<file path="src/rtl/mux_n_to_1_stream.sv">
// N-to-1 stream selector (explicit select or round-robin) with one registered output stage.
// Latency 1 cycle; ready_out is withheld while resultado is valid and the consumer is not ready_in.
module mux_n_to_1_stream #(
    parameter int WIDTH = 16,
    parameter int N     = 3,
    parameter int SEL_W = 2,
    parameter int MODE  = 0
) (
    input  logic               clk,
    input  logic               rst,
    input  logic [N*WIDTH-1:0] data_in,
    input  logic [N-1:0]       valid_in,
    output logic [N-1:0]       ready_out,
    input  logic [SEL_W-1:0]   select,
    output logic [WIDTH-1:0]   resultado,
    output logic               valid_out,
    input  logic               ready_in,
    output logic [SEL_W-1:0]   grant_idx
);

    logic [WIDTH-1:0] resultado_q, resultado_d;
    logic             valid_q, valid_d;
    logic [SEL_W-1:0] grant_q, grant_d;
    logic [SEL_W-1:0] last_grant_q, last_grant_d;

    logic             load;
    logic             cand_vld;
    logic [SEL_W-1:0] cand;
    logic [WIDTH-1:0] cand_dat;

    assign load = !valid_q || ready_in;

    always_comb begin
        cand_vld = 1'b0;
        cand     = '0;
        if (MODE == 0) begin
            for (int i = 0; i < N; i++) begin
                if (select == SEL_W'(i) && valid_in[i]) begin
                    cand_vld = 1'b1;
                    cand     = SEL_W'(i);
                end
            end
        end else begin
            // Farthest offset first so the nearest valid channel after last_grant wins.
            for (int k = N; k >= 1; k--) begin
                for (int i = 0; i < N; i++) begin
                    if (((int'(last_grant_q) + k) % N) == i && valid_in[i]) begin
                        cand_vld = 1'b1;
                        cand     = SEL_W'(i);
                    end
                end
            end
        end

        cand_dat = '0;
        for (int i = 0; i < N; i++) begin
            if (cand == SEL_W'(i)) begin
                cand_dat = data_in[i*WIDTH +: WIDTH];
            end
        end
    end

    always_comb begin
        for (int i = 0; i < N; i++) begin
            ready_out[i] = !rst && load && cand_vld && (cand == SEL_W'(i));
        end
    end

    always_comb begin
        resultado_d  = resultado_q;
        valid_d      = valid_q;
        grant_d      = grant_q;
        last_grant_d = last_grant_q;
        if (load) begin
            // With no candidate the data and index hold; only valid drops.
            valid_d = cand_vld;
            if (cand_vld) begin
                resultado_d = cand_dat;
                grant_d     = cand;
                if (MODE != 0) begin
                    last_grant_d = cand;
                end
            end
        end
    end

    always_ff @(posedge clk or posedge rst) begin
        if (rst) begin
            resultado_q  <= '0;
            valid_q      <= 1'b0;
            grant_q      <= '0;
            last_grant_q <= SEL_W'(N - 1);
        end else begin
            resultado_q  <= resultado_d;
            valid_q      <= valid_d;
            grant_q      <= grant_d;
            last_grant_q <= last_grant_d;
        end
    end

    assign resultado = resultado_q;
    assign valid_out = valid_q;
    assign grant_idx = grant_q;

endmodule

</file>
<file path="config.mk">
export PLATFORM = sky130hd
export DESIGN_NAME = mux_n_to_1_stream
export DESIGN_NICKNAME = d
export VERILOG_FILES = /design/src/rtl/mux_n_to_1_stream.sv
export SDC_FILE = /design/constraint.sdc
export NUM_CORES = 1
export LEC_CHECK = 0
export ABC_AREA = 1
export CORE_MARGIN = 1
export CORE_UTILIZATION = 36
export CTS_CLUSTER_DIAMETER = 30
export DETAILED_ROUTE_END_ITERATION = 12
export PLACE_DENSITY = 0.81
export SYNTH_ARGS = -nofsm -noshare
export SYNTH_HDL_FRONTEND = slang
export SYNTH_SLANG_ARGS = --single-unit
</file>
<file path="constraint.sdc">
create_clock -name clk -period 1.8 [get_ports clk]
set_clock_uncertainty 0.1 [all_clocks]
set_input_delay 0.36 -clock clk [delete_from_list [all_inputs] [get_ports clk]]
set_output_delay 0.36 -clock clk [all_outputs]
set_load 0.05 [all_outputs]
</file>
==> results of run 1 <==
## cell families after synthesis
family / count (synthesis) / share of synthesized area (%)
simple gates: 125 / 48.36
buf+inv: 20 / 11.81
flops: 19 / 39.01
compound gates: 2 / 0.8206
## repair_timing
item | in CTS | in global routing
buffers inserted | 1 | 3
setup endpoints to repair | 3 | 3
pin swaps | 5 | 5
hold endpoints to repair | 0 | 0
resized for setup | 14 | 6
## metal layers
| metal | vias to the layer above | wire (µm) | GRT usage [%] |
|---|---|---|---|
| li1 | 731 | - | - |
| met1 | 657 | 1766 | 29.12 |
| met2 | 49 | 1877 | 40.03 |
| met3 | 5 | 154 | 2.381 |
| met4 | 0 | 66 | 11.30 |
| met5 | - | 0 | 0 |
## worst reg2reg max path, cell delays in order (launching register included)
cell	delay, ps
dfrtp_2	430
nand2_4	70
nand2_4	70
buf_4	200
inv_2	240
nand2_1	100
nand2_1	70
## flip-flops by register name, summed over array words and instances, names as in the netlist
| register | cells |
|---|---|
| resultado | 16 |
| grant_idx | 2 |
| valid_out | 1 |
## synthesized netlist by cell type (2+ instances only)
master	count	share of area, %
inv_1	3	0.92
inv_2	2	0.62
buf_2	4	1.6
buf_6	6	5.5
dfrtp_1	19	39
nand3_1	33	14
nand3_2	2	1.6
nand2_1	69	21
buf_4	3	1.8
nand4_1	17	8.7
## power by group through the flow
stage / Combinational, mW / Clock (mW) / Sequential [mW]
floorplan: 0.224 / 0 / 0.897
global placement: 0.873 / 0 / 0.577
detailed placement: 0.884 / 0 / 0.578
CTS: 0.883 / 0.219 / 0.571
global route: 0.940 / 0.247 / 0.583
finish: 0.885 / 0.216 / 0.573
## final cells by class
class / instances / area, µm²
repair buffers: 97 / 884.6
clock buffers: 4 / 26.28
inverters: 7 / 41.29
fillers: 264 / 984.7
well taps: 44 / 55.05
flip-flops and latches: 19 / 476.7
multi-input cells: 127 / 659.4
## worst max-delay path by stage
stage | from | to | depth (start not counted)
6_report | valid_out | ready_out[0] | 4
5_1_grt | valid_out | ready_out[0] | 4
4_1_cts | valid_in[1] | ready_out[0] | 6
3_5_place_dp | select[1] | ready_out[0] | 7
3_3_place_gp | select[1] | ready_out[0] | 7
2_1_floorplan | select[0] | ready_out[0] | 7
==> reports/metrics.cfg, run 1 <==
[drt]
via_per_inst = 4.839
first_iter_violations = 51
route.detailed.drc = 0
dr_total_vias = 1442
wire_per_inst_um = 12.97
firstDrtPassIters = 4
drtAntennaViolNets = 0
wl_um = 3865

[sta]
period_needed_ps = 1733
tns_ps = 0
final.setup.worst_slack_ps = 66.60
holdWs_ps = 245.2
slew_viol_final = 0
hold_viol = 0
worst_pin_slew_ps = 269.1
setup_violations = 0
relSlewSlack_pct = 82.03
fmax_mhz = 576.9
fin_crit_sh_pct = 96.30
rsz0062_at_grt = true

[placed_design]
placed_cell_area_um2 = 2103
dp.cells = 291
place_ws_ps = -351.9
gp_congestion = 0.8244
port-buffer-count = 77
hpwl_um = 3026

[global_route]
grt_pass1_vias = 1412
antenna_found_initial = 0
grt_usage_pct = 23.43
grt_overflow = 0
grt_max_degree = 20
grt_pass1_wl_um = 6141

[pwr]
p_int_uw = 931.1
p_leak_nw = 1.049
p_sw_uw = 742.3
ir_drop_mv = 0.3277
total_power_mw = 1.673
seq_power_share_pct = 34.2
pwr-share-clk_pct = 12.9
combPwrFrac_pct = 52.9
switching_share_pct = 44.36
powerDensity_nw_per_um2 = 780.7

[worst_setup_path]
worstSetupPathType = register to output port
r2r_end = resultado[6]
crit_required_ps = 1340
critPathMaxStageDelay_ps = 430
rrSetupSlack_ps = 460
slowest_stage = dfrtp_2
cpLargestDelayFamily = flip-flops
critPathMostFrequentCell = nand2_4
crit_path_cell_trace = nand2_4 > nand2_4 > nor3_4 > buf_12
timing.rr.start = valid_out
rr_worst_depth = 6
crit_buf_inv = 1
critPathCaptureType = output port
cp-start-kind = register
path_max_fanout = 4
arrival_ps = 1270

[cells_and_area]
diodes = 0
post-route-util_pct = 68.52
drive_gt1_share_pct = 24.80
areaGrowthSynthToFinish_pct = 75.87
layout.nets = 311
mostFrequentLayoutCell = nand2_1
finalNonFillerCells = 298
final_cell_mix = nand2_1, clkdlybuf4s50_1, buf_4, nand3_1, dfrtp_1
finalInstanceArea_um2 = 2143

[floorplanning]
die_w_um = 60.18
die_area_um2 = 3622
io_pins = 78
core_area_um2 = 3128
rows = 20
start_util_pct = 38.96
die_h_um = 60.18

[logic_synthesis]
ys.warnings.count = 0
ys_seq_elements = 19
synth_fp_nets = 222
synth_area_per_cell_um2 = 7.341
synth_cell_types = 18
yosysSeqAreaShare_pct = 39.01
netlist_instances = 166
synth_flop_cell = dfrtp_1
synth_area_um2 = 1219
postSynth.asyncResetShare_pct = 100.0
synth-edff-count = 0

[worst_hold_path]
hold_path.class = input pin to async pin

[run_status]
outcome = finished clean

[run]
drv_cap = 0

[clock_network]
cts_buffers = 3
path_clk_slew_ps = 100
htree_num_levels = 1
clkLatencyLatePin_ps = 300
clockBufferDepth = 2
tritoncts = built
cts_root_buf = clkbuf_4
cts.sinks = 19
cts-hold-fix-buffers = 0

No activity file was read; power rests on OpenSTA's default activity.
==> inputs of run 2 (changes only) <==
Settings changed: CORE_MARGIN 1 to 5, SLEW_MARGIN set to 20.
==> reports/metrics.cfg, run 2 (same netlist as run 1, synthesis figures left out) <==
[run_status]
outcome = finished clean  ; unchanged

[drt]
wire_per_inst_um = 13.61  ; was 12.97 µm
wl_um = 4097  ; was 3865 µm
via_per_inst = 4.874  ; was 4.839
dr_wl_met2_um = 2131  ; was 1877 µm
dr_total_vias = 1467  ; was 1,442
wl_met1_um = 1605  ; was 1766 µm
firstDrtPassIters = 5  ; was 4
top_layer = met4  ; unchanged
route.detailed.drc = 0  ; unchanged
drtAntennaViolNets = 0  ; unchanged
wl_met3_um = 249  ; was 154 µm
first_iter_violations = 97  ; was 51

[clock_network]
cts_buffers = 3  ; unchanged
tritoncts = built  ; unchanged
cts_root_buf = clkbuf_4  ; unchanged
clockBufferDepth = 2  ; unchanged
htree_num_levels = 1  ; unchanged
path_clk_slew_ps = 100  ; about the same
clkLatencyLatePin_ps = 290  ; was 300 ps
cts-hold-fix-buffers = 0  ; unchanged
cts.sinks = 19  ; unchanged

[floorplanning]
die_w_um = 68.18  ; was 60.18 µm
io_pins = 78  ; unchanged
die_area_um2 = 4649  ; was 3622 µm²
rows = 21  ; was 20
start_util_pct = 36.81  ; was 38.96%
die_h_um = 68.18  ; was 60.18 µm
core_area_um2 = 3311  ; was 3128 µm²

[placed_design]
placed_cell_area_um2 = 2118  ; was 2103 µm²
place_ws_ps = -343.9  ; was -351.9 ps
gp_congestion = 0.8464  ; was 0.8244
port-buffer-count = 77  ; unchanged
hpwl_um = 3297  ; was 3026 µm

[global_route]
antenna_found_initial = 0  ; unchanged
grt_pass1_wl_um = 6272  ; was 6141 µm
grt_overflow = 0  ; unchanged
grt_usage_pct = 17.77  ; was 23.43%
grt_max_degree = 23  ; was 20
grt_pass1_vias = 1405  ; was 1,412

[cells_and_area]
areaGrowthSynthToFinish_pct = 78.03  ; was 75.87%
finalInstanceArea_um2 = 2170  ; was 2143 µm²
diodes = 0  ; unchanged
mostFrequentLayoutCell = nand2_1  ; unchanged
layout.nets = 312  ; was 311
drive_gt1_share_pct = 24.71  ; was 24.80%
fillers = 295  ; was 264
final_cell_mix = nand2_1, clkdlybuf4s50_1, buf_4, nand3_1, dfrtp_1  ; unchanged
post-route-util_pct = 65.53  ; was 68.52%
largest_reg_flops = 16  ; unchanged

[sta]
slew_viol_final = 0  ; unchanged
hold_viol = 0  ; unchanged
worst_pin_slew_ps = 274.3  ; was 269.1 ps
final.setup.worst_slack_ps = 70.17  ; was 66.60 ps
period_needed_ps = 1730  ; was 1733 ps
relSlewSlack_pct = 81.71  ; was 82.03%
setup_violations = 0  ; unchanged
fmax_mhz = 578.1  ; was 576.9 MHz
fin_crit_sh_pct = 96.10  ; was 96.30%
rsz0062_at_grt = false  ; was true

[pwr]
powerDensity_nw_per_um2 = 773.1  ; was 780.7 nW/µm²
ir_drop_mv = 0.2883  ; was 0.3277 mV
p_leak_nw = 1.057  ; was 1.049 nW

[worst_setup_path]
worstSetupPathType = input pin to output port  ; was register to output port
arrival_ps = 1270  ; about the same
critPathCaptureType = output port  ; unchanged
cp-start-kind = input pin  ; was register
crit_required_ps = 1340  ; about the same
path_max_fanout = 3  ; was 4

[run]
drv_cap = 0  ; unchanged

[worst_hold_path]
hold_path.class = input pin to async pin  ; unchanged

-- run 2: layer usage --
layer / up-vias / GRT usage, %
met3: 9 / 1.970
li1: 735 / -
met4: 0 / 8.437
met5: - / 0
met2: 64 / 30.93
met1: 659 / 21.67
-- run 2: cell type report --
type	instances	area [µm²]	area share, %
repair buffers	98	913.4	42.10
multi-input cells	127	654.4	30.16
flip-flops and latches	19	476.7	21.97
well taps	46	57.56	2.653
inverters	7	41.29	1.903
clock buffers	4	26.28	1.211
-- run 2: path summary, 6_finish.rpt --
kind                                from       endpoint  slack (ps)  depth (start not counted)
min reg2reg                resultado[13]  resultado[13]         390                          2
max                          valid_in[1]   ready_out[0]          70                          6
max in group asynchronous            rst      valid_out        1140                          3
max reg2reg                    valid_out   resultado[7]         310                          7
min                                  rst   resultado[7]         250                          3
min in group clk           resultado[13]  resultado[13]         390                          2
-- run 2: worst max-delay path, stage by stage --
cell and delay [ps]:
clkdlybuf4s15_1 230, nand3_4 120, nand3_4 110, nand2_4 80
nor3_4 210, buf_12 160
-- run 2: per-stage QoR --
step,setup TNS (ps),power (mW),cells,hold WS [ps]
CTS,0,1.691,301,235.0
global placement,-5064,1.457,293,366.5
detailed placement,-6112,1.470,293,366.5
global route,0,1.761,301,284.4
floorplan,-37.59,1.121,166,219.7
finish,0,1.677,301,249.1
-- run 2: report_power, final --
group	switching [mW]	internal [mW]	total, mW
registers	0.0572	0.518	0.575
clock network	0.128	0.0864	0.214
logic	0.559	0.329	0.888
-- run 2: repair_timing --
action                                  4_1_cts  5_1_grt
resized for setup                            15        3
endpoints found under the setup margin        3        3
pin swaps                                     7        5
buffers inserted                              4        1
==> inputs of run 3 (changes only) <==
Settings changed: PLACE_DENSITY 0.81 to 0.88.
==> reports/metrics.cfg, run 3 (same netlist as run 1, synthesis figures left out) <==
[drt]
firstDrtPassIters = 5  ; unchanged
wire_per_inst_um = 13.99  ; was 13.61 µm
first_iter_violations = 82  ; was 97
route.detailed.drc = 0  ; unchanged
wl_um = 4155  ; was 4097 µm
via_per_inst = 4.902  ; was 4.874
drtAntennaViolNets = 0  ; unchanged
dr_total_vias = 1456  ; was 1,467

[run_status]
outcome = finished clean  ; unchanged

[worst_setup_path]
arrival_ps = 1270  ; about the same
crit_required_ps = 1340  ; about the same
rrSetupSlack_ps = 430  ; was 310 ps
setup.worst_path.start = valid_in[2]  ; was valid_in[1]
cp-start-kind = input pin  ; unchanged
timing.rr.start = valid_out  ; unchanged
critPathCaptureType = output port  ; unchanged
r2r_end = resultado[0]  ; was resultado[7]
endpoint = ready_out[0]  ; unchanged
path_max_fanout = 5  ; was 3
worstSetupPathType = input pin to output port  ; unchanged
rr_worst_depth = 6  ; was 7

[pwr]
seq_power_share_pct = 34.2  ; was 34.3%
p_leak_nw = 1.039  ; was 1.057 nW
p_int_uw = 927.0  ; was 933.8 µW
p_sw_uw = 747.3  ; was 743.6 µW
combPwrFrac_pct = 52.9  ; was 53.0%
ir_drop_mv = 0.2987  ; was 0.2883 mV
total_power_mw = 1.674  ; was 1.677 mW
pwr-share-clk_pct = 12.9  ; was 12.8%
powerDensity_nw_per_um2 = 784.4  ; was 773.1 nW/µm²
switching_share_pct = 44.63  ; was 44.33%

[clock_network]
clkLatencyLatePin_ps = 290  ; about the same
cts-hold-fix-buffers = 0  ; unchanged
cts.sinks = 19  ; unchanged
clockBufferDepth = 2  ; unchanged
path_clk_slew_ps = 100  ; about the same
htree_num_levels = 1  ; unchanged
tritoncts = built  ; unchanged
cts_root_buf = clkbuf_4  ; unchanged
cts_buffers = 3  ; unchanged

[cells_and_area]
areaGrowthSynthToFinish_pct = 75.15  ; was 78.03%
final_cell_mix = nand2_1, clkdlybuf4s50_1, buf_4, nand3_1, dfrtp_1  ; unchanged
diodes = 0  ; unchanged
finalInstanceArea_um2 = 2135  ; was 2170 µm²
drive_gt1_share_pct = 23.51  ; was 24.71%
post-route-util_pct = 64.47  ; was 65.53%
layout.nets = 308  ; was 312
mostFrequentLayoutCell = nand2_1  ; unchanged
largest_reg_flops = 16  ; unchanged

[floorplanning]
rows = 21  ; unchanged
die_h_um = 68.18  ; unchanged
start_util_pct = 36.81  ; unchanged
die_area_um2 = 4649  ; unchanged
io_pins = 78  ; unchanged
core_area_um2 = 3311  ; unchanged
die_w_um = 68.18  ; unchanged

[global_route]
grt_pass1_wl_um = 6354  ; was 6272 µm
grt_usage_pct = 17.99  ; was 17.77%
antenna_found_initial = 0  ; unchanged
grtUsageMet2_pct = 31.89  ; was 30.93%
gr-max-usage-layer = met2  ; unchanged
grt_pass1_vias = 1391  ; was 1,405
use_met1_pct = 22.46  ; was 21.67%
grt_overflow = 0  ; unchanged
use_met3_pct = 3.120  ; was 1.970%
grt_max_degree = 20  ; was 23

[sta]
hold_viol = 0  ; unchanged
worst_pin_slew_ps = 290.9  ; was 274.3 ps
period_needed_ps = 1734  ; was 1730 ps
relSlewSlack_pct = 80.61  ; was 81.71%
fin_crit_sh_pct = 96.33  ; was 96.10%
tns_ps = 0  ; unchanged
slew_viol_final = 0  ; unchanged
fmax_mhz = 576.7  ; was 578.1 MHz
final.setup.worst_slack_ps = 66.13  ; was 70.17 ps
setup_violations = 0  ; unchanged

[worst_hold_path]
hold_path.class = input pin to async pin  ; unchanged

[run]
drv_cap = 0  ; unchanged

[placed_design]
port-buffer-count = 77  ; unchanged
gp_congestion = 0.8072  ; was 0.8464
hpwl_um = 3311  ; was 3297 µm
place_ws_ps = -353.0  ; was -343.9 ps
placed_cell_area_um2 = 2106  ; was 2118 µm²

run 3: changes by cell type in the layout (fill, tap and decap cells not counted), sizes merged:
cell,delta
clkdlybuf4s15,-1
dlygate4sd2,+1
buf,-4
run 3: worst min-delay path by stage:
stage	start	to	slack (ps)	cells past startpoint
3_5_place_dp	resultado[3]	resultado[3]	370	2
3_3_place_gp	resultado[4]	resultado[4]	360	2
5_1_grt	rst	grant_idx[1]	290	3
6_report	rst	resultado[8]	290	3
4_1_cts	rst	resultado[8]	280	3
2_1_floorplan	rst	grant_idx[0]	220	1
run 3: routing by layer:
layer / wire length [µm] / vias to the layer above
met1: 1691 / 661
li1: - / 729
met3: 268 / 7
met5: 0 / -
met2: 2133 / 59
met4: 61 / 0
run 3: timing repair:
action,4_1_cts,5_1_grt
pin swaps,6,4
buffers inserted,1,0
setup endpoints to repair,3,1
gates resized for setup,17,3
run 3: through the flow:
| stage | hold WS, ps | cells |
|---|---|---|
| detailed placement | 366.7 | 293 |
| global placement | 364.6 | 293 |
| floorplan | 219.7 | 166 |
| finish | 291.4 | 297 |
| global route | 286.6 | 297 |
| CTS | 281.7 | 298 |
run 3: worst max-delay path: stages:
cell and delay, ps:
dlygate4sd2_1 230, nand3_4 110, nand3_4 110, nand2_4 80
nor3_4 220, buf_12 160
run 3: power groups by stage:
stage | clock [mW] | combinational [mW] | sequential (mW)
floorplan | 0 | 0.224 | 0.897
global placement | 0 | 0.878 | 0.579
detailed placement | 0 | 0.891 | 0.579
CTS | 0.217 | 0.890 | 0.571
global route | 0.240 | 0.937 | 0.585
finish | 0.215 | 0.886 | 0.573
run 3: layout make-up:
cell class | instances | area (µm²)
sequential | 19 | 476.7
tap | 46 | 57.56
fill | 283 | 1176
multi-input combinational | 127 | 659.4
timing repair buffer | 94 | 873.3
inverter | 7 | 41.29
clock buffer | 4 | 26.28
